## config.mk

```make
export PLATFORM = sky130hd
export DESIGN_NAME = instr_sequencer_flat
export DESIGN_NICKNAME = d
export VERILOG_FILES = /design/src/rtl/instr_sequencer_if.sv /design/src/rtl/instr_sequencer.sv /design/src/flat_wrapper.sv
export SDC_FILE = /design/constraint.sdc
export NUM_CORES = 1
export LEC_CHECK = 0
export ABC_AREA = 1
export CAP_MARGIN = 0
export CORE_ASPECT_RATIO = 0.8
export CORE_MARGIN = 4
export CORE_UTILIZATION = 47
export CTS_CLUSTER_DIAMETER = 80
export DETAILED_ROUTE_END_ITERATION = 8
export PLACE_DENSITY = 0.84
export SETUP_SLACK_MARGIN = 0.2
export SYNTH_ARGS = -nofsm -noshare
export SYNTH_HDL_FRONTEND = slang
export SYNTH_SLANG_ARGS = --single-unit
```

## constraint.sdc

```tcl
create_clock -name clk -period 2.3 [get_ports clk]
set_input_delay 0.575 -clock clk [delete_from_list [all_inputs] [get_ports clk]]
set_output_delay 0.575 -clock clk [all_outputs]
set_load 0.05 [all_outputs]
```

## src/rtl/instr_sequencer_if.sv

```systemverilog
// instr_sequencer_if: bundles the instruction-RAM handshake, sequencer
// controls and the per-cycle control strobes of instr_sequencer.
//   master : instruction source / CPU control (drives instr_valid,
//            instruction, stall, resume; observes state and strobes)
//   slave  : the sequencer itself
// Fields: instr_valid, instruction[IW], stall, resume, state[2],
//   encoded_opcode[OPC_W], exec_idx[4], last_cycle, ir_en, pc_cnt_en,
//   pc_sload, ram_wren_data, mul_busy, halted, illegal.
// With INSTR_SEQ_IRQ_EN defined: irq, irq_mask (to sequencer), irq_ack.
interface instr_sequencer_if #(
  parameter int IW    = 16,
  parameter int OPC_W = 6
);
  logic             instr_valid;
  logic [IW-1:0]    instruction;
  logic             stall;
  logic             resume;
  logic [1:0]       state;
  logic [OPC_W-1:0] encoded_opcode;
  logic [3:0]       exec_idx;
  logic             last_cycle;
  logic             ir_en;
  logic             pc_cnt_en;
  logic             pc_sload;
  logic             ram_wren_data;
  logic             mul_busy;
  logic             halted;
  logic             illegal;
`ifdef INSTR_SEQ_IRQ_EN
  logic             irq;
  logic             irq_mask;
  logic             irq_ack;

  modport master (
    output instr_valid, instruction, stall, resume, irq, irq_mask,
    input  state, encoded_opcode, exec_idx, last_cycle, ir_en, pc_cnt_en,
           pc_sload, ram_wren_data, mul_busy, halted, illegal, irq_ack
  );
  modport slave (
    input  instr_valid, instruction, stall, resume, irq, irq_mask,
    output state, encoded_opcode, exec_idx, last_cycle, ir_en, pc_cnt_en,
           pc_sload, ram_wren_data, mul_busy, halted, illegal, irq_ack
  );
`else
  modport master (
    output instr_valid, instruction, stall, resume,
    input  state, encoded_opcode, exec_idx, last_cycle, ir_en, pc_cnt_en,
           pc_sload, ram_wren_data, mul_busy, halted, illegal
  );
  modport slave (
    input  instr_valid, instruction, stall, resume,
    output state, encoded_opcode, exec_idx, last_cycle, ir_en, pc_cnt_en,
           pc_sload, ram_wren_data, mul_busy, halted, illegal
  );
`endif
endinterface

```

## src/rtl/instr_sequencer.sv

```systemverilog
// instr_sequencer: fetch/execute sequencer with instruction register.
// Sizes each instruction's execute phase by class (1, 2 or MUL_CYCLES
// cycles) and emits per-cycle strobes for PC, IR and data RAM, with
// stall, halt/resume and illegal-opcode handling.
// Ports:
//   clk   - rising-edge clock
//   rst_n - asynchronous active-low reset
//   bus   - instr_sequencer_if.slave (handshake, controls, strobes)
// Optional feature: define INSTR_SEQ_IRQ_EN to add irq/irq_mask/irq_ack
// and the one-cycle IRQ state (state 3).
module instr_sequencer #(
  parameter int IW         = 16,
  parameter int OPC_W      = 6,
  parameter int MUL_CYCLES = 4
) (
  input  logic               clk,
  input  logic               rst_n,
  instr_sequencer_if.slave   bus
);

  typedef enum logic [1:0] {
    S_FETCH = 2'd0,
    S_EXEC  = 2'd1,
    S_HALT  = 2'd2,
    S_IRQ   = 2'd3
  } state_t;

  localparam logic [3:0] MUL_LAST = 4'(MUL_CYCLES - 1);

  state_t        st;
  logic [IW-1:0] ir;
  logic [3:0]    idx;

  // Instruction class decode from the held instruction register
  logic [3:0] t;
  logic [1:0] sub;
  logic       z;
  logic       b;
  logic [3:0] last_idx;
  logic       wr_at0, wr_at1, ld_at0, ld_at1;
  logic       is_ill, is_stp, is_mul;

  assign t   = ir[IW-1 -: 4];
  assign sub = ir[IW-5 -: 2];
  assign z   = (ir[IW-5 -: 7] == '0);
  assign b   = ir[IW-12];

  always_comb begin
    last_idx = '0;
    wr_at0   = 1'b0;
    wr_at1   = 1'b0;
    ld_at0   = 1'b0;
    ld_at1   = 1'b0;
    is_ill   = 1'b0;
    is_stp   = 1'b0;
    is_mul   = 1'b0;
    case (t)
      4'b0110: begin
        last_idx = 4'd1;
        wr_at1   = (sub == 2'b00) || (sub == 2'b11);
      end
      4'b1000, 4'b1001: begin
        last_idx = MUL_LAST;
        is_mul   = 1'b1;
      end
      4'b1010, 4'b1011: is_ill = 1'b1;
      4'b1100: ld_at0 = 1'b1;
      4'b1101: begin
        last_idx = 4'd1;
        wr_at0   = 1'b1;
        ld_at1   = 1'b1;
      end
      4'b1110: last_idx = 4'd1;
      4'b1111: begin
        if (!z) begin
          is_ill = 1'b1;
        end else if (b) begin
          is_stp = 1'b1;
        end else begin
          last_idx = 4'd1;
          ld_at1   = 1'b1;
        end
      end
      default: last_idx = '0;
    endcase
  end

  logic irq_take;
`ifdef INSTR_SEQ_IRQ_EN
  assign irq_take = bus.irq && !bus.irq_mask;
`else
  assign irq_take = 1'b0;
`endif

  logic at_last;
  assign at_last = (idx == last_idx);

  always_ff @(posedge clk or negedge rst_n) begin
    if (!rst_n) begin
      st  <= S_FETCH;
      ir  <= '0;
      idx <= '0;
    end else if (!bus.stall) begin
      case (st)
        S_FETCH: begin
          if (bus.instr_valid) begin
            ir  <= bus.instruction;
            idx <= '0;
            st  <= S_EXEC;
          end
        end
        S_EXEC: begin
          if (at_last) begin
            idx <= '0;
            if (is_stp)        st <= S_HALT;
            else if (irq_take) st <= S_IRQ;
            else               st <= S_FETCH;
          end else begin
            idx <= idx + 4'd1;
          end
        end
        S_HALT: begin
          if (irq_take)        st <= S_IRQ;
          else if (bus.resume) st <= S_FETCH;
        end
        S_IRQ: st <= S_FETCH;
        default: st <= S_FETCH;
      endcase
    end
  end

  // Strobes are combinational; rst_n is folded in so nothing can fire
  // while reset is held, even though FETCH would otherwise accept.
  logic go;
  logic in_exec;
  assign go      = rst_n && !bus.stall;
  assign in_exec = (st == S_EXEC);

  logic fetch_acc;
  assign fetch_acc = go && (st == S_FETCH) && bus.instr_valid;

  assign bus.state          = st;
  assign bus.encoded_opcode = ir[IW-1 -: OPC_W];
  assign bus.exec_idx       = idx;
  assign bus.last_cycle     = in_exec && at_last;
  assign bus.ir_en          = fetch_acc;
  assign bus.pc_cnt_en      = fetch_acc;
  assign bus.pc_sload       = go && ((in_exec && ((ld_at0 && idx == 4'd0) ||
                                                  (ld_at1 && idx == 4'd1))) ||
                                     (st == S_IRQ));
  assign bus.ram_wren_data  = go && ((in_exec && ((wr_at0 && idx == 4'd0) ||
                                                  (wr_at1 && idx == 4'd1))) ||
                                     (st == S_IRQ));
  assign bus.mul_busy       = go && in_exec && is_mul;
  assign bus.illegal        = go && in_exec && is_ill && (idx == 4'd0);
  assign bus.halted         = (st == S_HALT);
`ifdef INSTR_SEQ_IRQ_EN
  assign bus.irq_ack        = go && (st == S_IRQ);
`endif

  // Operand bits of the IR belong to the datapath; only the opcode is used here.
  logic unused_ir_bits;
  assign unused_ir_bits = ^ir;

endmodule

```

## src/flat_wrapper.sv

```systemverilog
// flat-port wrapper written by rule: the top's interface ports become plain ports
module instr_sequencer_flat 
#(
  parameter int IW         = 16,
  parameter int OPC_W      = 6,
  parameter int MUL_CYCLES = 4
)
  (clk, rst_n, bus_instr_valid, bus_instruction, bus_stall, bus_resume, bus_state, bus_encoded_opcode, bus_exec_idx, bus_last_cycle, bus_ir_en, bus_pc_cnt_en, bus_pc_sload, bus_ram_wren_data, bus_mul_busy, bus_halted, bus_illegal);
  instr_sequencer_if #(.IW(IW), .OPC_W(OPC_W)) bus_i ();
  input  logic clk;
  input  logic rst_n;
  input wire logic [$bits(bus_i.instr_valid)-1:0] bus_instr_valid;
  input wire logic [$bits(bus_i.instruction)-1:0] bus_instruction;
  input wire logic [$bits(bus_i.stall)-1:0] bus_stall;
  input wire logic [$bits(bus_i.resume)-1:0] bus_resume;
  output wire logic [$bits(bus_i.state)-1:0] bus_state;
  output wire logic [$bits(bus_i.encoded_opcode)-1:0] bus_encoded_opcode;
  output wire logic [$bits(bus_i.exec_idx)-1:0] bus_exec_idx;
  output wire logic [$bits(bus_i.last_cycle)-1:0] bus_last_cycle;
  output wire logic [$bits(bus_i.ir_en)-1:0] bus_ir_en;
  output wire logic [$bits(bus_i.pc_cnt_en)-1:0] bus_pc_cnt_en;
  output wire logic [$bits(bus_i.pc_sload)-1:0] bus_pc_sload;
  output wire logic [$bits(bus_i.ram_wren_data)-1:0] bus_ram_wren_data;
  output wire logic [$bits(bus_i.mul_busy)-1:0] bus_mul_busy;
  output wire logic [$bits(bus_i.halted)-1:0] bus_halted;
  output wire logic [$bits(bus_i.illegal)-1:0] bus_illegal;
  assign bus_i.instr_valid = bus_instr_valid;
  assign bus_i.instruction = bus_instruction;
  assign bus_i.stall = bus_stall;
  assign bus_i.resume = bus_resume;
  assign bus_state = bus_i.state;
  assign bus_encoded_opcode = bus_i.encoded_opcode;
  assign bus_exec_idx = bus_i.exec_idx;
  assign bus_last_cycle = bus_i.last_cycle;
  assign bus_ir_en = bus_i.ir_en;
  assign bus_pc_cnt_en = bus_i.pc_cnt_en;
  assign bus_pc_sload = bus_i.pc_sload;
  assign bus_ram_wren_data = bus_i.ram_wren_data;
  assign bus_mul_busy = bus_i.mul_busy;
  assign bus_halted = bus_i.halted;
  assign bus_illegal = bus_i.illegal;
  instr_sequencer #(.IW(IW), .OPC_W(OPC_W), .MUL_CYCLES(MUL_CYCLES)) u_core (.clk(clk), .rst_n(rst_n), .bus(bus_i));
endmodule
```

==> implementation parameters, run 1 <==
Parameter                              Value

Logic synthesis
  Yosys warns ... 0
  Fraction of registers with async set or reset after synthesis ... 100%
  Top FF cell, synth ... dfrtp_1
  Most common library cells after synthesis ... nand2_1 (25), nor2_1 (22), dfrtp_1 (18)
  Yosys top cell area share ... around 40%
  Number of enable-type register cells in the synthesized netlist ... 0
  Cell variety after synth ... 24
  Post-synthesis instance area ... approximately 0.0011 mm²
  Count leader, synth ... nand2_1
  Seq/Total Area, Yosys ... 41.1%
  Synthesized net count ... roughly 160
  Cells after synthesis ... ~130
  Dominant cells by area after synthesis ... dfrtp_1 (41%), nand2_1 (8.6%), mux2_2 (8.2%)
  Avg Synthesized Cell Area ... between 8 and 9 µm²
  Total of flip-flops plus latches after synthesis ... 18
  Top cell type by total area after synthesis ... dfrtp_1

Layout
  Area overhead of the layout relative to synthesis ... 70.5%
  Net count, final ... between 200 and 250
  Fraction of layout cells with a size suffix above 1 ... roughly half
  Number of antenna diodes ... 0

STA
  Slew headroom ... roughly 66%
  RSZ-0062 raised after global routing ... yes
  Setup clock skew after layout ... 0.0101 ns
  Final clock period utilization by the worst path ... about 100%
  Hold violation total from the final report ... 0
  Upper clock frequency limit ... about 440 MHz
  Pins over their slew limit ... 0
  Tightest Pin Transition ... 0.513 ns
  Worst path setup slack after routing ... approximately 0.0020 ns
  Summed negative setup slack over all endpoints ... 0 ns
  Setup violators final ... 0
  Minimum period implied by the final worst setup slack ... ~2.3 ns

Die
  Initial Utilization ... approximately 50%
  Floorplan die area ... roughly 0.0032 mm²
  Placeable core area ... around 0.0022 mm²
  Placement Rows ... 15
  Vertical die dimension ... 51.2 µm
  Number of top-level pins ... 41
  Die X-Extent ... just over 60 µm

Clock network
  TritonCTS clock tree ... done
  Clock transition at the registers of the reported paths ... between 0.1 and 0.15 ns
  Largest buffer count on any clock path ... 2
  Source-to-sink clock delay at the later pin of the worst-skew pair ... 0.31 ns
  Root cell of the clock tree ... clkbuf_4
  Num CTS Buffers ... 3
  CTS H-tree lvls ... 1
  Number of clock sinks seen by CTS ... 18
  Post-cts hold buffer count ... 0

Worst setup path
  Worst setup path class ... reg2out
  Critical R2R Launch ... u_core.bus.state[0]$_DFFE_PN0P_
  Chain of cells forming the critical path ... inv_2 -> nand3_4 -> nand2_1 -> nor2_2 -> nand2_1 -> nand2_2 -> nand3_4 -> nor2_4 -> buf_12
  Required time of the worst setup path ... between 1.5 and 2 ns
  Critical Path Slowest Stage Cell ... dfrtp_2
  Critical path startpoint category ... flop
  Maximum single-stage delay on the critical path ... 0.45 ns
  Register-to-Register Setup Slack ... 0.72 ns
  Biggest fanout along the worst timing path ... 6
  Capturing element type of the critical path ... output port
  Data arrival time at the worst-slack endpoint ... between 1.5 and 2 ns
  Crit path from ... u_core.ir[13]$_DFFE_PN0P_

GRT
  Vias in the first global route ... 1143
  GRT overflow ... 0
  Global-route usage over all layers ... 22.4%
  First-pass GRT wire length ... about 5000 µm
  M3 GR Usage ... under 10%
  Met2 usage ... between 30% and 40%
  Top Usage Layer GRT ... met2
  Number of antenna violations at the first check in global routing ... 0
  Pin count of the biggest net entering global routing ... 19
  Met1 track utilization from global routing ... 23.8%

Drt
  Count of vias placed by the detailed router ... 1203
  WL final ... 3820 µm
  Routed len/inst ... approximately 18 µm
  Number of DRC markers in iteration 0 ... roughly 60
  Count of unresolved DRC violations after routing ... 0
  Total iterations of the first detailed-routing run ... 4
  Vias/cell ... around 5.6
  Number of nets with antenna violations after routing ... 0

Placement
  Port buffer count ... 36
  HPWL after DPL ... between 2000 and 2500 µm
  GP Congestion ... 0.904
  Worst Setup Slack post-DPL ... -0.0332 ns

Run
  Number of max-capacitance violations reported ... 0

Power
  P per Cell Area ... 1230 mW/mm²
  Max VDD drop ... 1.03 mV
  LEAKAGE ... approximately 0.87 nW

Min path
  Type of the tightest min-delay check ... in2async

Outcome
  Status ... completed
## cell families after synthesis
kind of cell,share of synthesized area [%]
buffers and inverters,9.71
muxes,8.23
and+or+nand+nor,27.9
AOI/OAI and AO/OA,7.20
xor gates and xnor gates,2.40
DFF,41.1
adders and majority gates,3.43
## area by class of cell
type	instances	area, µm²
clock buffer	4	36.3
fill	121	329
inverter	13	48.8
multi-input combinational	94	704
sequential	18	460
tap	25	31.3
timing repair buffer	59	586
## sequential cells by signal, summed over array words and instances, names as in the netlist
name / cells
u_core.bus.exec_idx: 4
u_core.bus.state: 2
u_core.ir: 12
## what timing repair did
action,CTS,global route
resized for setup,35,23
endpoints found under the setup margin,19,8
pin swaps,7,8
setup buffers,12,8
## routing by layer
layer | vias to the layer above | routed length, µm
met4 | 0 | 237
met5 | - | 0
li1 | 542 | -
met1 | 568 | 1330
met2 | 67 | 1980
met3 | 26 | 286
## placed cells by master, fill, tap and decap left out, types with 2 or more instances in the layout
cell and instances:
nand3_1 4, nor3_1 2, nand3_4 2, nand3_2 3, nand2_4 2, nor2_4 6, clkbuf_4 3, inv_2 9
clkdlybuf4s50_1 13, nand2_2 8, mux2_2 8, a21oi_2 2, buf_4 24, nand2_1 18, dlygate4sd2_1 14, a21oi_4 2
buf_12 7, nor2_1 13, nor2_2 3, dfrtp_1 10, inv_1 4, dfrtp_2 8, a21oi_1 6, nand4_1 2
ha_1 2
## where the power goes
part           leakage, nW  switching, mW  internal (mW)  total [mW]
Clock               0.0210          0.103         0.0968       0.200
Combinational        0.637          0.906          0.584        1.49
Sequential           0.209          0.155          0.450       0.604
## worst max-delay path, delay by kind of cell (launching register included)
family / cells / cell delay, ns
simple gates: 7 / 0.73
flops: 1 / 0.45
buf+inv: 2 / 0.23
## metrics by stage
stage / area (µm²) / total power, mW / hold WS (ns) / utilization, % / cells
finish: 1870 / 2.29 / 0.366 / 85.0 / 213
CTS: 1730 / 2.06 / 0.378 / 79.0 / 205
detailed placement: 1570 / 1.73 / 0.501 / 71.5 / 189
floorplan: 1150 / 1.42 / 0.279 / - / 133
global placement: 1570 / 1.70 / 0.487 / 71.5 / 189
global route: 1870 / 2.40 / 0.397 / 85.0 / 213
## worst paths after layout
check / depth (start not counted) / to
worst max-delay path: 9 / bus_last_cycle
worst min-delay path: 2 / u_core.bus.exec_idx[0]$_DFFE_PN0P_
worst max register to register: 5 / u_core.ir[5]$_DFFE_PN0P_
worst min register to register: 1 / u_core.ir[7]$_DFFE_PN0P_
max in group asynchronous: 2 / u_core.bus.state[1]$_DFFE_PN0P_
min in group clk: 1 / u_core.ir[7]$_DFFE_PN0P_
Note: power is estimated with default switching activity, not from simulation.
==> run 2: changes to the inputs <==
==> constraint.sdc (replaced) <==
create_clock -name clk -period 2.65 [get_ports clk]
set_input_delay 0.6625 -clock clk [delete_from_list [all_inputs] [get_ports clk]]
set_output_delay 0.6625 -clock clk [all_outputs]
set_load 0.05 [all_outputs]
==> run 2 against run 1 <==
Non-clock buffer count shrank 19. Sequential power shrank 15%. Clock power shrank 17%. Sequential share of layout area grew 3.3 points. Global-route usage shrank 3.6 points. Critical endpoint is now bus_pc_sload. Power shrank 24%. Largest power group unchanged. Die area is the same. Final area shrank 13%. Combinational power shrank 30%.
==> implementation parameters, run 2 (same netlist as run 1, synthesis figures left out) <==
Parameter                              Value

Outcome
  Status ... completed

Layout
  Area overhead of the layout relative to synthesis ... 48.9%
  Area occupied by multi-input gates ... approximately 600 µm²
  Layout filler cell count ... around 150
  Most common library cell in the layout ignoring fill and taps ... clkdlybuf4s50_1
  Fraction of layout cells with a size suffix above 1 ... between 20 and 30%
  Flip-flop count of the largest register, all copies and words added ... 12
  FF/Latch Area ... roughly 460 µm²
  Number of antenna diodes ... 0
  Largest register by flop count ... u_core.ir
  Most used cells in the layout excluding fill and tap cells ... clkdlybuf4s50_1 (27), nand2_1 (24), nor2_1 (16)
  Net count, final ... between 150 and 200
  Share of the core filled with cells in the final layout ... between 70% and 80%
  Fin area ... roughly 0.0016 mm²
  Cell Count, Final, Fillers Out ... 194

GRT
  Top Usage Layer GRT ... met2
  Pin count of the biggest net entering global routing ... 19
  Met2 usage ... roughly 28%
  Vias in the first global route ... around 1000
  M3 GR Usage ... ~5.1%
  Global-route usage over all layers ... 18.8%
  GRT overflow ... 0
  Met1 track utilization from global routing ... roughly a quarter
  First-pass GRT wire length ... about 4300 µm
  Number of antenna violations at the first check in global routing ... 0

Clock network
  TritonCTS clock tree ... done
  Source-to-sink clock delay at the later pin of the worst-skew pair ... roughly 0.30 ns
  Num CTS Buffers ... 3
  Clock transition at the registers of the reported paths ... around 0.10 ns
  Root cell of the clock tree ... clkbuf_4
  Number of clock sinks seen by CTS ... 18
  CTS H-tree lvls ... 1
  Largest buffer count on any clock path ... 2

STA
  RSZ-0062 raised after global routing ... yes
  Worst hold slack across all endpoints ... between 0.4 and 0.5 ns
  Pins over their slew limit ... 0
  Setup violators final ... 0
  Hold violation total from the final report ... 0
  Minimum period implied by the final worst setup slack ... about 2.4 ns
  Slew headroom ... about two thirds
  Worst path setup slack after routing ... about 0.24 ns
  Upper clock frequency limit ... between 400 and 500 MHz
  Final clock period utilization by the worst path ... between 90% and 100%
  Tightest Pin Transition ... approximately 0.51 ns
  Summed negative setup slack over all endpoints ... 0 ns
  Setup clock skew after layout ... approximately 0.0041 ns

Worst setup path
  Biggest fanout along the worst timing path ... 4
  Crit path from ... u_core.ir[10]$_DFFE_PN0P_
  Required time of the worst setup path ... around 2 ns
  Capturing element type of the critical path ... output port
  Data arrival time at the worst-slack endpoint ... between 1.5 and 2 ns
  Worst setup path class ... reg2out
  Critical path startpoint category ... flop
  Critical R2R Launch ... u_core.ir[14]$_DFFE_PN0P_

Drt
  Total iterations of the first detailed-routing run ... 4
  Number of nets with antenna violations after routing ... 0
  Count of unresolved DRC violations after routing ... 0
  Number of DRC markers in iteration 0 ... a little over 40
  Count of vias placed by the detailed router ... 1032
  Vias/cell ... 5.32
  WL final ... ~2700 µm
  Routed len/inst ... between 10 and 15 µm

Die
  Number of top-level pins ... between 40 and 50
  Initial Utilization ... 49.9%
  Placement Rows ... 15
  Floorplan die area ... between 0.003 and 0.004 mm²
  Placeable core area ... ~0.0022 mm²
  Die X-Extent ... ~62 µm
  Vertical die dimension ... 51.2 µm

Run
  Number of max-capacitance violations reported ... 0

Placement
  HPWL after DPL ... about 2000 µm
  Instance area at placement ... between 0.0015 and 0.002 mm²
  Worst Setup Slack post-DPL ... between 0.15 and 0.2 ns
  GP Congestion ... 0.869
  Post-placement cell count ... 188
  Port buffer count ... 36

Power
  P per Cell Area ... 1060 mW/mm²
  Total chip power ... 1.73 mW
  Max VDD drop ... between 0.9 and 1 mV
  LEAKAGE ... approximately 0.74 nW

Min path
  Type of the tightest min-delay check ... in2async
==> run 2: changes by cell type in the layout (fill, tap and decap cells not counted), sizes merged <==
cell / change
buf: -20
clkdlybuf4s50: +14
dlygate4sd2: -13
==> run 2: worst max-delay path: stages (launching register included) <==
cell and delay [ns]:
dfrtp_1 0.43, nor2_1 0.11, nand2_1 0.09, nor2_4 0.15, nand2_2 0.10, o21ai_0 0.12
nand2_1 0.10, a21oi_2 0.20, buf_12 0.16
==> run 2: layout make-up <==
type,instances,area share [%]
clock buffers,4,2.23
inverters,13,2.99
multi-input cells,94,36.5
flip-flops and latches,18,28.0
well taps,25,1.92
repair buffers,40,28.3
==> run 2: repair_timing <==
item                       CTS  global route
setup buffers                0             2
pin swaps                    2             3
hold endpoints to repair     0             0
resized for setup            4            16
setup endpoints to repair    2             7
hold buffers                 0             0
==> run 2: final timing paths <==
check / cells after the start / end / slack [ns]
worst max-delay path: 8 / bus_pc_sload / 0.24
worst min-delay path: 2 / u_core.ir[14]$_DFFE_PN0P_ / 0.47
worst max register to register: 11 / u_core.bus.state[0]$_DFFE_PN0P_ / 1.12
worst min register to register: 1 / u_core.ir[6]$_DFFE_PN0P_ / 0.52
max in group asynchronous: 2 / u_core.bus.exec_idx[0]$_DFFE_PN0P_ / 1.96
min in group clk: 1 / u_core.ir[6]$_DFFE_PN0P_ / 0.52
==> run 2: routing by layer <==
metal	part of all wire [%]	vias to the layer above
met4	2.9	0
li1	-	497
met2	48	44
met1	42	482
met3	7.3	9
met5	0	-
==> run 2: power by group <==
part | total (mW) | switching [mW] | internal, mW
Sequential | 0.515 | 0.128 | 0.387
Combinational | 1.05 | 0.654 | 0.399
Clock | 0.166 | 0.0821 | 0.0839
Total | 1.73 | 0.864 | 0.869
